File: src/rtl/jtag_pkg.sv
// Shared TAP definitions: state encodings, DR selector, opcodes and the TMS next-state function.
package jtag_pkg;

    typedef enum logic [3:0] {
        EX2_DR = 4'h0,
        EX1_DR = 4'h1,
        SH_DR  = 4'h2,
        PS_DR  = 4'h3,
        SEL_IR = 4'h4,
        UPD_DR = 4'h5,
        CAP_DR = 4'h6,
        SEL_DR = 4'h7,
        EX2_IR = 4'h8,
        EX1_IR = 4'h9,
        SH_IR  = 4'hA,
        PS_IR  = 4'hB,
        RTI    = 4'hC,
        UPD_IR = 4'hD,
        CAP_IR = 4'hE,
        TLR    = 4'hF
    } tap_state_t;

    typedef enum logic [2:0] {
        SEL_BYPASS,
        SEL_IDCODE,
        SEL_USERCODE,
        SEL_BSR,
        SEL_BIST
    } dr_sel_t;

    // Opcode values before zero-extension to the instruction register width
    localparam int OP_SAMPLE   = 1;
    localparam int OP_EXTEST   = 2;
    localparam int OP_INTEST   = 3;
    localparam int OP_RUNBIST  = 4;
    localparam int OP_CLAMP    = 5;
    localparam int OP_IDCODE   = 7;
    localparam int OP_USERCODE = 8;
    localparam int OP_HIGHZ    = 9;

    function automatic tap_state_t tap_next(input tap_state_t s, input logic tms);
        tap_state_t n;
        n = TLR;
        case (s)
            TLR:     n = tms ? TLR    : RTI;
            RTI:     n = tms ? SEL_DR : RTI;
            SEL_DR:  n = tms ? SEL_IR : CAP_DR;
            CAP_DR:  n = tms ? EX1_DR : SH_DR;
            SH_DR:   n = tms ? EX1_DR : SH_DR;
            EX1_DR:  n = tms ? UPD_DR : PS_DR;
            PS_DR:   n = tms ? EX2_DR : PS_DR;
            EX2_DR:  n = tms ? UPD_DR : SH_DR;
            UPD_DR:  n = tms ? SEL_DR : RTI;
            SEL_IR:  n = tms ? TLR    : CAP_IR;
            CAP_IR:  n = tms ? EX1_IR : SH_IR;
            SH_IR:   n = tms ? EX1_IR : SH_IR;
            EX1_IR:  n = tms ? UPD_IR : PS_IR;
            PS_IR:   n = tms ? EX2_IR : PS_IR;
            EX2_IR:  n = tms ? UPD_IR : SH_IR;
            UPD_IR:  n = tms ? SEL_DR : RTI;
            default: n = TLR;
        endcase
        return n;
    endfunction

endpackage

File: src/rtl/jtag_tap_bscan_if.sv
// JTAG serial pins, boundary pad/core signals and BIST handshake of the TAP.
interface jtag_tap_bscan_if #(
    parameter int N_IN  = 8,
    parameter int N_OUT = 8
);
    logic              TMS;
    logic              TDI;
    logic              TDO;
    logic              TDO_OE;
    logic [N_IN-1:0]   pin_in;
    logic [N_IN-1:0]   core_in;
    logic [N_OUT-1:0]  core_out;
    logic [N_OUT-1:0]  pin_out;
    logic              pin_oe;
    logic              bist_run;
    logic [1:0]        bist_stat;
    logic [3:0]        tap_state;

    modport master (
        output TMS, TDI, pin_in, core_out, bist_stat,
        input  TDO, TDO_OE, core_in, pin_out, pin_oe, bist_run, tap_state
    );

    modport slave (
        input  TMS, TDI, pin_in, core_out, bist_stat,
        output TDO, TDO_OE, core_in, pin_out, pin_oe, bist_run, tap_state
    );
endinterface

File: src/rtl/jtag_tap_fsm.sv
// 16-state TAP controller; TRST forces Test-Logic-Reset asynchronously.
module jtag_tap_fsm
    import jtag_pkg::*;
(
    input  logic       TCK,
    input  logic       TRST,
    input  logic       TMS,
    output tap_state_t state
);

    tap_state_t state_q;
    tap_state_t state_d;

    always_ff @(posedge TCK or posedge TRST) begin
        if (TRST) state_q <= TLR;
        else      state_q <= state_d;
    end

    always_comb begin
        state_d = state_q;
        state_d = tap_next(state_q, TMS);
    end

    assign state = state_q;

endmodule

File: src/rtl/jtag_tap_bscan.sv
// TAP with IR, BYPASS/IDCODE/USERCODE/BSR data registers and pad control.
// Optional RUNBIST status register is enabled by defining JTAG_RUNBIST_EN.
module jtag_tap_bscan
    import jtag_pkg::*;
#(
    parameter int          IR_W         = 4,
    parameter int          N_IN         = 8,
    parameter int          N_OUT        = 8,
    parameter logic [31:0] IDCODE_VAL   = 32'h1234_5A5B,
    parameter logic [31:0] USERCODE_VAL = 32'h0000_00C5
) (
    input  logic              TCK,
    input  logic              TRST,
    jtag_tap_bscan_if.slave   j
);

    localparam int BSR_W = N_IN + N_OUT;

    localparam logic [IR_W-1:0] IR_SAMPLE   = IR_W'(OP_SAMPLE);
    localparam logic [IR_W-1:0] IR_EXTEST   = IR_W'(OP_EXTEST);
    localparam logic [IR_W-1:0] IR_INTEST   = IR_W'(OP_INTEST);
    localparam logic [IR_W-1:0] IR_RUNBIST  = IR_W'(OP_RUNBIST);
    localparam logic [IR_W-1:0] IR_CLAMP    = IR_W'(OP_CLAMP);
    localparam logic [IR_W-1:0] IR_IDCODE   = IR_W'(OP_IDCODE);
    localparam logic [IR_W-1:0] IR_USERCODE = IR_W'(OP_USERCODE);
    localparam logic [IR_W-1:0] IR_HIGHZ    = IR_W'(OP_HIGHZ);

    tap_state_t          state;
    dr_sel_t             dr_sel;
    logic [IR_W-1:0]     ir_sr;
    logic [IR_W-1:0]     ir_act;
    logic                bypass_sr;
    logic [31:0]         id_sr;
    logic [BSR_W-1:0]    bsr_sr;
    logic [BSR_W-1:0]    bsr_upd;
    logic                bist_bit;
    logic                dr_bit;
    logic                tdo_q;

    // Anything not explicitly recognised falls back to the 1-bit bypass path
    function automatic dr_sel_t decode_dr(input logic [IR_W-1:0] ir);
        dr_sel_t sel;
        sel = SEL_BYPASS;
        if (ir == IR_IDCODE)                                        sel = SEL_IDCODE;
        else if (ir == IR_USERCODE)                                 sel = SEL_USERCODE;
        else if (ir == IR_SAMPLE || ir == IR_EXTEST || ir == IR_INTEST) sel = SEL_BSR;
`ifdef JTAG_RUNBIST_EN
        if (ir == IR_RUNBIST) sel = SEL_BIST;
`else
        if (ir == IR_RUNBIST) sel = SEL_BYPASS;
`endif
        return sel;
    endfunction

    jtag_tap_fsm u_fsm (
        .TCK   (TCK),
        .TRST  (TRST),
        .TMS   (j.TMS),
        .state (state)
    );

    assign dr_sel = decode_dr(ir_act);

    always_ff @(posedge TCK or posedge TRST) begin
        if (TRST) begin
            ir_sr <= '0;
        end else begin
            case (state)
                TLR:     ir_sr <= '0;
                CAP_IR:  ir_sr <= IR_W'(2'b01);
                SH_IR:   ir_sr <= {j.TDI, ir_sr[IR_W-1:1]};
                default: ir_sr <= ir_sr;
            endcase
        end
    end

    // Active instruction changes only on the falling edge so outputs never glitch mid-cycle
    always_ff @(negedge TCK or posedge TRST) begin
        if (TRST)                 ir_act <= IR_IDCODE;
        else if (state == TLR)    ir_act <= IR_IDCODE;
        else if (state == UPD_IR) ir_act <= ir_sr;
    end

    always_ff @(posedge TCK or posedge TRST) begin
        if (TRST) begin
            bypass_sr <= 1'b0;
            id_sr     <= '0;
            bsr_sr    <= '0;
        end else if (state == TLR) begin
            bypass_sr <= 1'b0;
            id_sr     <= '0;
            bsr_sr    <= '0;
        end else if (state == CAP_DR) begin
            case (dr_sel)
                SEL_IDCODE:   id_sr     <= IDCODE_VAL;
                SEL_USERCODE: id_sr     <= USERCODE_VAL;
                SEL_BSR:      bsr_sr    <= {j.core_out, j.pin_in};
                default:      bypass_sr <= 1'b0;
            endcase
        end else if (state == SH_DR) begin
            case (dr_sel)
                SEL_IDCODE, SEL_USERCODE: id_sr     <= {j.TDI, id_sr[31:1]};
                SEL_BSR:                  bsr_sr    <= {j.TDI, bsr_sr[BSR_W-1:1]};
                default:                  bypass_sr <= j.TDI;
            endcase
        end
    end

`ifdef JTAG_RUNBIST_EN
    logic [1:0] bist_sr;

    always_ff @(posedge TCK or posedge TRST) begin
        if (TRST)                                        bist_sr <= '0;
        else if (state == TLR)                           bist_sr <= '0;
        else if (dr_sel == SEL_BIST && state == CAP_DR)  bist_sr <= j.bist_stat;
        else if (dr_sel == SEL_BIST && state == SH_DR)   bist_sr <= {j.TDI, bist_sr[1]};
    end

    assign bist_bit   = bist_sr[0];
    assign j.bist_run = (ir_act == IR_RUNBIST) && (state == RTI);
`else
    logic unused_bist;

    assign unused_bist = ^j.bist_stat;
    assign bist_bit    = 1'b0;
    assign j.bist_run  = 1'b0;
`endif

    // Held through Pause/Exit; only an Update-DR with the BSR selected commits shifted data
    always_ff @(negedge TCK or posedge TRST) begin
        if (TRST)                                       bsr_upd <= '0;
        else if (state == TLR)                          bsr_upd <= '0;
        else if (state == UPD_DR && dr_sel == SEL_BSR)  bsr_upd <= bsr_sr;
    end

    always_comb begin
        dr_bit = bypass_sr;
        case (dr_sel)
            SEL_IDCODE, SEL_USERCODE: dr_bit = id_sr[0];
            SEL_BSR:                  dr_bit = bsr_sr[0];
            SEL_BIST:                 dr_bit = bist_bit;
            default:                  dr_bit = bypass_sr;
        endcase
    end

    always_ff @(negedge TCK or posedge TRST) begin
        if (TRST)                tdo_q <= 1'b0;
        else if (state == SH_IR) tdo_q <= ir_sr[0];
        else if (state == SH_DR) tdo_q <= dr_bit;
        else                     tdo_q <= 1'b0;
    end

    assign j.TDO       = tdo_q;
    assign j.TDO_OE    = (state == SH_IR) || (state == SH_DR);
    assign j.tap_state = state;

    assign j.pin_out = (ir_act == IR_EXTEST || ir_act == IR_CLAMP) ? bsr_upd[BSR_W-1:N_IN] : j.core_out;
    assign j.core_in = (ir_act == IR_INTEST) ? bsr_upd[N_IN-1:0] : j.pin_in;
    assign j.pin_oe  = (ir_act != IR_HIGHZ);

endmodule

File: src/flat_wrapper.sv
// flat-port wrapper written by rule: the top's interface ports become plain ports
module jtag_tap_bscan_flat import jtag_pkg::*;
#(
    parameter int          IR_W         = 4,
    parameter int          N_IN         = 8,
    parameter int          N_OUT        = 8,
    parameter logic [31:0] IDCODE_VAL   = 32'h1234_5A5B,
    parameter logic [31:0] USERCODE_VAL = 32'h0000_00C5
)
  (TCK, TRST, j_TMS, j_TDI, j_pin_in, j_core_out, j_bist_stat, j_TDO, j_TDO_OE, j_core_in, j_pin_out, j_pin_oe, j_bist_run, j_tap_state);
  jtag_tap_bscan_if #(.N_IN(N_IN), .N_OUT(N_OUT)) j_i ();
  input  logic TCK;
  input  logic TRST;
  input wire logic [$bits(j_i.TMS)-1:0] j_TMS;
  input wire logic [$bits(j_i.TDI)-1:0] j_TDI;
  input wire logic [$bits(j_i.pin_in)-1:0] j_pin_in;
  input wire logic [$bits(j_i.core_out)-1:0] j_core_out;
  input wire logic [$bits(j_i.bist_stat)-1:0] j_bist_stat;
  output wire logic [$bits(j_i.TDO)-1:0] j_TDO;
  output wire logic [$bits(j_i.TDO_OE)-1:0] j_TDO_OE;
  output wire logic [$bits(j_i.core_in)-1:0] j_core_in;
  output wire logic [$bits(j_i.pin_out)-1:0] j_pin_out;
  output wire logic [$bits(j_i.pin_oe)-1:0] j_pin_oe;
  output wire logic [$bits(j_i.bist_run)-1:0] j_bist_run;
  output wire logic [$bits(j_i.tap_state)-1:0] j_tap_state;
  assign j_i.TMS = j_TMS;
  assign j_i.TDI = j_TDI;
  assign j_i.pin_in = j_pin_in;
  assign j_i.core_out = j_core_out;
  assign j_i.bist_stat = j_bist_stat;
  assign j_TDO = j_i.TDO;
  assign j_TDO_OE = j_i.TDO_OE;
  assign j_core_in = j_i.core_in;
  assign j_pin_out = j_i.pin_out;
  assign j_pin_oe = j_i.pin_oe;
  assign j_bist_run = j_i.bist_run;
  assign j_tap_state = j_i.tap_state;
  jtag_tap_bscan #(.IR_W(IR_W), .N_IN(N_IN), .N_OUT(N_OUT), .IDCODE_VAL(IDCODE_VAL), .USERCODE_VAL(USERCODE_VAL)) u_core (.TCK(TCK), .TRST(TRST), .j(j_i));
endmodule
File: config.mk
export PLATFORM = sky130hd
export DESIGN_NAME = jtag_tap_bscan_flat
export DESIGN_NICKNAME = d
export VERILOG_FILES = /design/src/rtl/jtag_pkg.sv /design/src/rtl/jtag_tap_bscan_if.sv /design/src/rtl/jtag_tap_fsm.sv /design/src/rtl/jtag_tap_bscan.sv /design/src/flat_wrapper.sv
export SDC_FILE = /design/constraint.sdc
export NUM_CORES = 1
export LEC_CHECK = 0
export ABC_AREA = 1
export BUFFER_PORTS_ARGS = -buffer_cell sky130_fd_sc_hd__buf_2
export CAP_MARGIN = 15
export CORE_ASPECT_RATIO = 0.5
export CORE_UTILIZATION = 45
export DETAILED_ROUTE_END_ITERATION = 8
export GPL_TIMING_DRIVEN = 0
export SYNTH_ARGS = -nofsm -noshare
export SYNTH_HDL_FRONTEND = slang
export SYNTH_HIERARCHICAL = 1
export SYNTH_SLANG_ARGS = --single-unit
File: constraint.sdc
create_clock -name TCK -period 2.8 [get_ports TCK]
set_clock_uncertainty 0.15 [all_clocks]
set_input_delay 0.56 -clock TCK [delete_from_list [all_inputs] [get_ports TCK]]
set_output_delay 0.56 -clock TCK [all_outputs]
set_load 0.005 [all_outputs]
==> metrics.md <==
| Metric | Value |
|---|---|
| Critical Path Start | u_core/ir_act[0] |
| Share of cells above drive strength 1 | 42.3% |
| YS warnings | 6 |
| Max VDD drop | 0.767 mV |
| Synth Area in Simple Gates | 31.4% |
| Worst min path class | input port to asynchronous set/reset pin |
| Site Rows | 24 |
| Pwr/cell area | 1220 nW/um^2 |
| CTS Sinks | 78 |
| Largest stage delay, worst path | 0.55 ns |
| Cells after synthesis | 539 |
| Worst skew pair latency | 0.39 ns |
| Hold Vio Cnt, Final | 0 |
| WS Path Type | flop to output port |
| Complex-gate fraction of the synthesized area | 9.69% |
| Syn_area_per_cell | 7.67 um^2 |
| Setup WS pre-CTS | -0.800 ns |
| Routability cong. | 0.798 |
| Port buffer count | 42 |
| First-pass GRT wire length | 19900 um |
| Antenna diodes | 0 |
| Die width | 138 um |
| TritonCTS clock tree | built |
| Die height | 69.8 um |
| Inst Count DP | 699 |
| Max-Cap Viols | 0 |
| Drt via density | 5.11 |
| GRT Resource Usage Total | 27.6% |
| Vias | 4041 |
| Layout net count | 694 |
| Leakage | 3.25 nW |
| # fillers | 641 |
| Multi-input gate area | 2120 um^2 |
| Area grow syn2layout | 50.4% |
| WP data arrival | 3.12 ns |
| Number of global-route vias before repair | 4005 |
| Cells along the critical path | nand4_1, nand2_2, buf_6, nor2_4, a21oi_2, buf_2 |
| DP HPWL | 6620 um |
| Adder-Cell Fraction of Synth Area | 0.908% |
| CP endpoint kind | output port |
| Num CTS Buffers | 9 |
| PnR worst setup slack | -1.03 ns |
| H-tree depth | 3 |
| WP data required | 2.09 ns |
| Endpoints failing setup | 84 |
| Clk slew on worst S/H paths | 0.05 ns |
| Max FO, Critical Path | 5 |
| CTS root buf | clkbuf_16 |
| Rel. slew slack | 40.6% |
| FF+latch area | 1960 um^2 |
| Largest net degree at the start of global routing | 39 |
| Final ANT Viol Nets | 0 |
| Initial antenna violation count | 0 |
| Failing checks | negative setup slack |
| Netlist cell types | 32 |
| Reg-to-reg startpoint | u_core/ir_act[0] |
| Worst slew pin tran | 0.889 ns |
| Initial DRC count | 254 |
| Final wirelength | 12400 um |
| Ports | 46 |
| Slew Viols, Final | 0 |
| Final setup TNS | -64.65 ns |
| Sequential share of the synthesized area | 47.4% |
| Slowest cell on the critical path | dfstp_2 |
| # DRC | 0 |
| Crit start category | flop |
| Post-Layout Cell Count | 791 |
| Post-synthesis net count | 564 |
| Post-Synth XOR/XNOR Area | 0% |
| Area of the core | 8800 um^2 |
| Gr ovfl total | 0 |
| Clk buf depth | 2 |
| Combinational family with the most area after synthesis | simple AND/OR/NAND/NOR gates |
| Post-Syn Area | 4130 um^2 |
| Die Area | 9590 um^2 |
| Pre-antenna DRT Iters | 5 |
| RSZ-0062 raised after global routing | true |
| Initial Util | 47.0% |
| Post-synthesis mux area share | 0% |
| Hold buffer count at cts | 0 |
| DR WL/cell | 15.7 um |
| #FFs+latches synth | 78 |
| Run status | finished with violations |
## metal layers
metal	track usage, %	routed length (um)	vias to the layer above
met3	7.16	662	20
li1	-	-	1947
met5	0	0	-
met1	37.7	5770	1956
met4	9.04	165	0
met2	42.5	5820	118
## logic make-up (layout without fill, tap and decap cells)
group                      Yosys count  count (layout)
DFF                                 78              78
adders and majority gates            3               3
AOI/OAI and AO/OA                   67              67
buffers and inverters               85             220
and+or+nand+nor                    305             305
other                                1               1
## timing repair
action,4_1_cts,5_1_grt
setup buffers,52,15
gates resized for setup,84,50
cloned,12,0
endpoints found under the setup margin,88,88
pin swaps,17,13
## flip-flops by register name (all words and copies together) (netlist names)
| name | flops |
|---|---|
| u_core/ir_sr | 4 |
| u_core/bypass_sr | 1 |
| u_core/ir_act | 4 |
| u_core/bsr_sr | 16 |
| u_core/u_fsm/state | 4 |
| u_core/j.TDO | 1 |
| u_core/bsr_upd | 16 |
| u_core/id_sr | 32 |
## power by group
| group | internal [mW] | leakage [nW] | switching [mW] |
|---|---|---|---|
| Combinational | 1.99 | 2.08 | 2.20 |
| Sequential | 1.67 | 0.995 | 0.373 |
| Clock | 0.901 | 0.183 | 0.467 |
## synth_stat cells
master | n | area share (%)
a21oi_1 | 9 | 1.1
buf_2 | 8 | 0.97
buf_4 | 4 | 0.73
buf_6 | 9 | 2.5
buf_8 | 1 | 0.36
clkbuf_1 | 1 | 0.091
clkinv_2 | 1 | 0.12
clkinv_4 | 2 | 0.42
conb_1 | 1 | 0.091
dfrtn_1 | 18 | 11
dfrtp_1 | 53 | 32
dfstp_2 | 7 | 4.5
ha_1 | 3 | 0.91
inv_1 | 56 | 5.1
inv_2 | 3 | 0.27
nand2_1 | 205 | 19
nand2_2 | 4 | 0.61
nand2_4 | 4 | 1.1
nand3_1 | 34 | 4.1
nand3_2 | 2 | 0.48
nand3_4 | 1 | 0.42
nand3b_1 | 1 | 0.18
nand4_1 | 3 | 0.45
nor2_1 | 43 | 3.9
nor2_2 | 2 | 0.30
nor2_4 | 3 | 0.82
nor3_1 | 3 | 0.36
o211ai_1 | 1 | 0.18
o21ai_0 | 23 | 2.8
o21ai_1 | 8 | 0.97
o21ai_2 | 12 | 2.5
o22ai_1 | 14 | 2.1
## critical path, delay by kind of cell, from the launching register on
family / cells / cell delay (ns)
AO/OA/AOI/OAI: 1 / 0.08
buffers and inverters: 2 / 0.27
flip-flops: 1 / 0.55
AND/OR/NAND/NOR: 3 / 0.43
## path summary, 6_finish.rpt
kind	endpoint	slack (ns)	cells past startpoint
worst min register to register	u_core/bsr_upd[3]	0.33	2
worst max-delay path	j_pin_out[5]	-1.03	6
max in group asynchronous	u_core/bsr_upd[11]	0.25	3
worst min-delay path	u_core/u_fsm/state[0]	0.19	2
min in group TCK	u_core/u_fsm/state[1]	0.32	3
worst max register to register	u_core/id_sr[8]	-0.99	16
## area by class of cell
| type | instances | share of cell area (%) |
|---|---|---|
| plain buffers | 21 | 4.07 |
| clock buffers | 12 | 3.97 |
| clock inverters | 7 | 1.71 |
| inverters | 61 | 4.13 |
| multi-input cells | 376 | 34.1 |
| flip-flops and latches | 78 | 31.5 |
| well taps | 117 | 2.36 |
| repair buffers | 119 | 18.1 |
## stage by stage
stage / util [%] / instance area [um^2] / hold WS (ns) / total power [mW]
3_5_place_dp: 52.8 / 4640 / 0.316 / 4.66
5_1_grt: 70.6 / 6210 / 0.208 / 8.11
4_1_cts: 68.1 / 6000 / 0.174 / 7.17
3_3_place_gp: 52.6 / 4620 / 0.313 / 4.63
2_1_floorplan: - / 4270 / 0.294 / 4.02
6_report: 70.6 / 6210 / 0.185 / 7.60
## cell usage in the layout, fill, tap and decap left out, types with 8 or more instances in the layout
cell type / n
buf_12: 8
nand2_1: 174
nand3_1: 27
buf_8: 11
dfrtn_1: 18
buf_2: 47
inv_2: 10
nand3_2: 8
inv_1: 48
o22ai_2: 11
clkbuf_16: 9
o21ai_1: 9
buf_4: 40
buf_6: 26
o21ai_2: 28
nand2_4: 9
dfrtp_1: 53
nor2_1: 37
nand2_2: 28
Power figures use the tool's default switching activity.
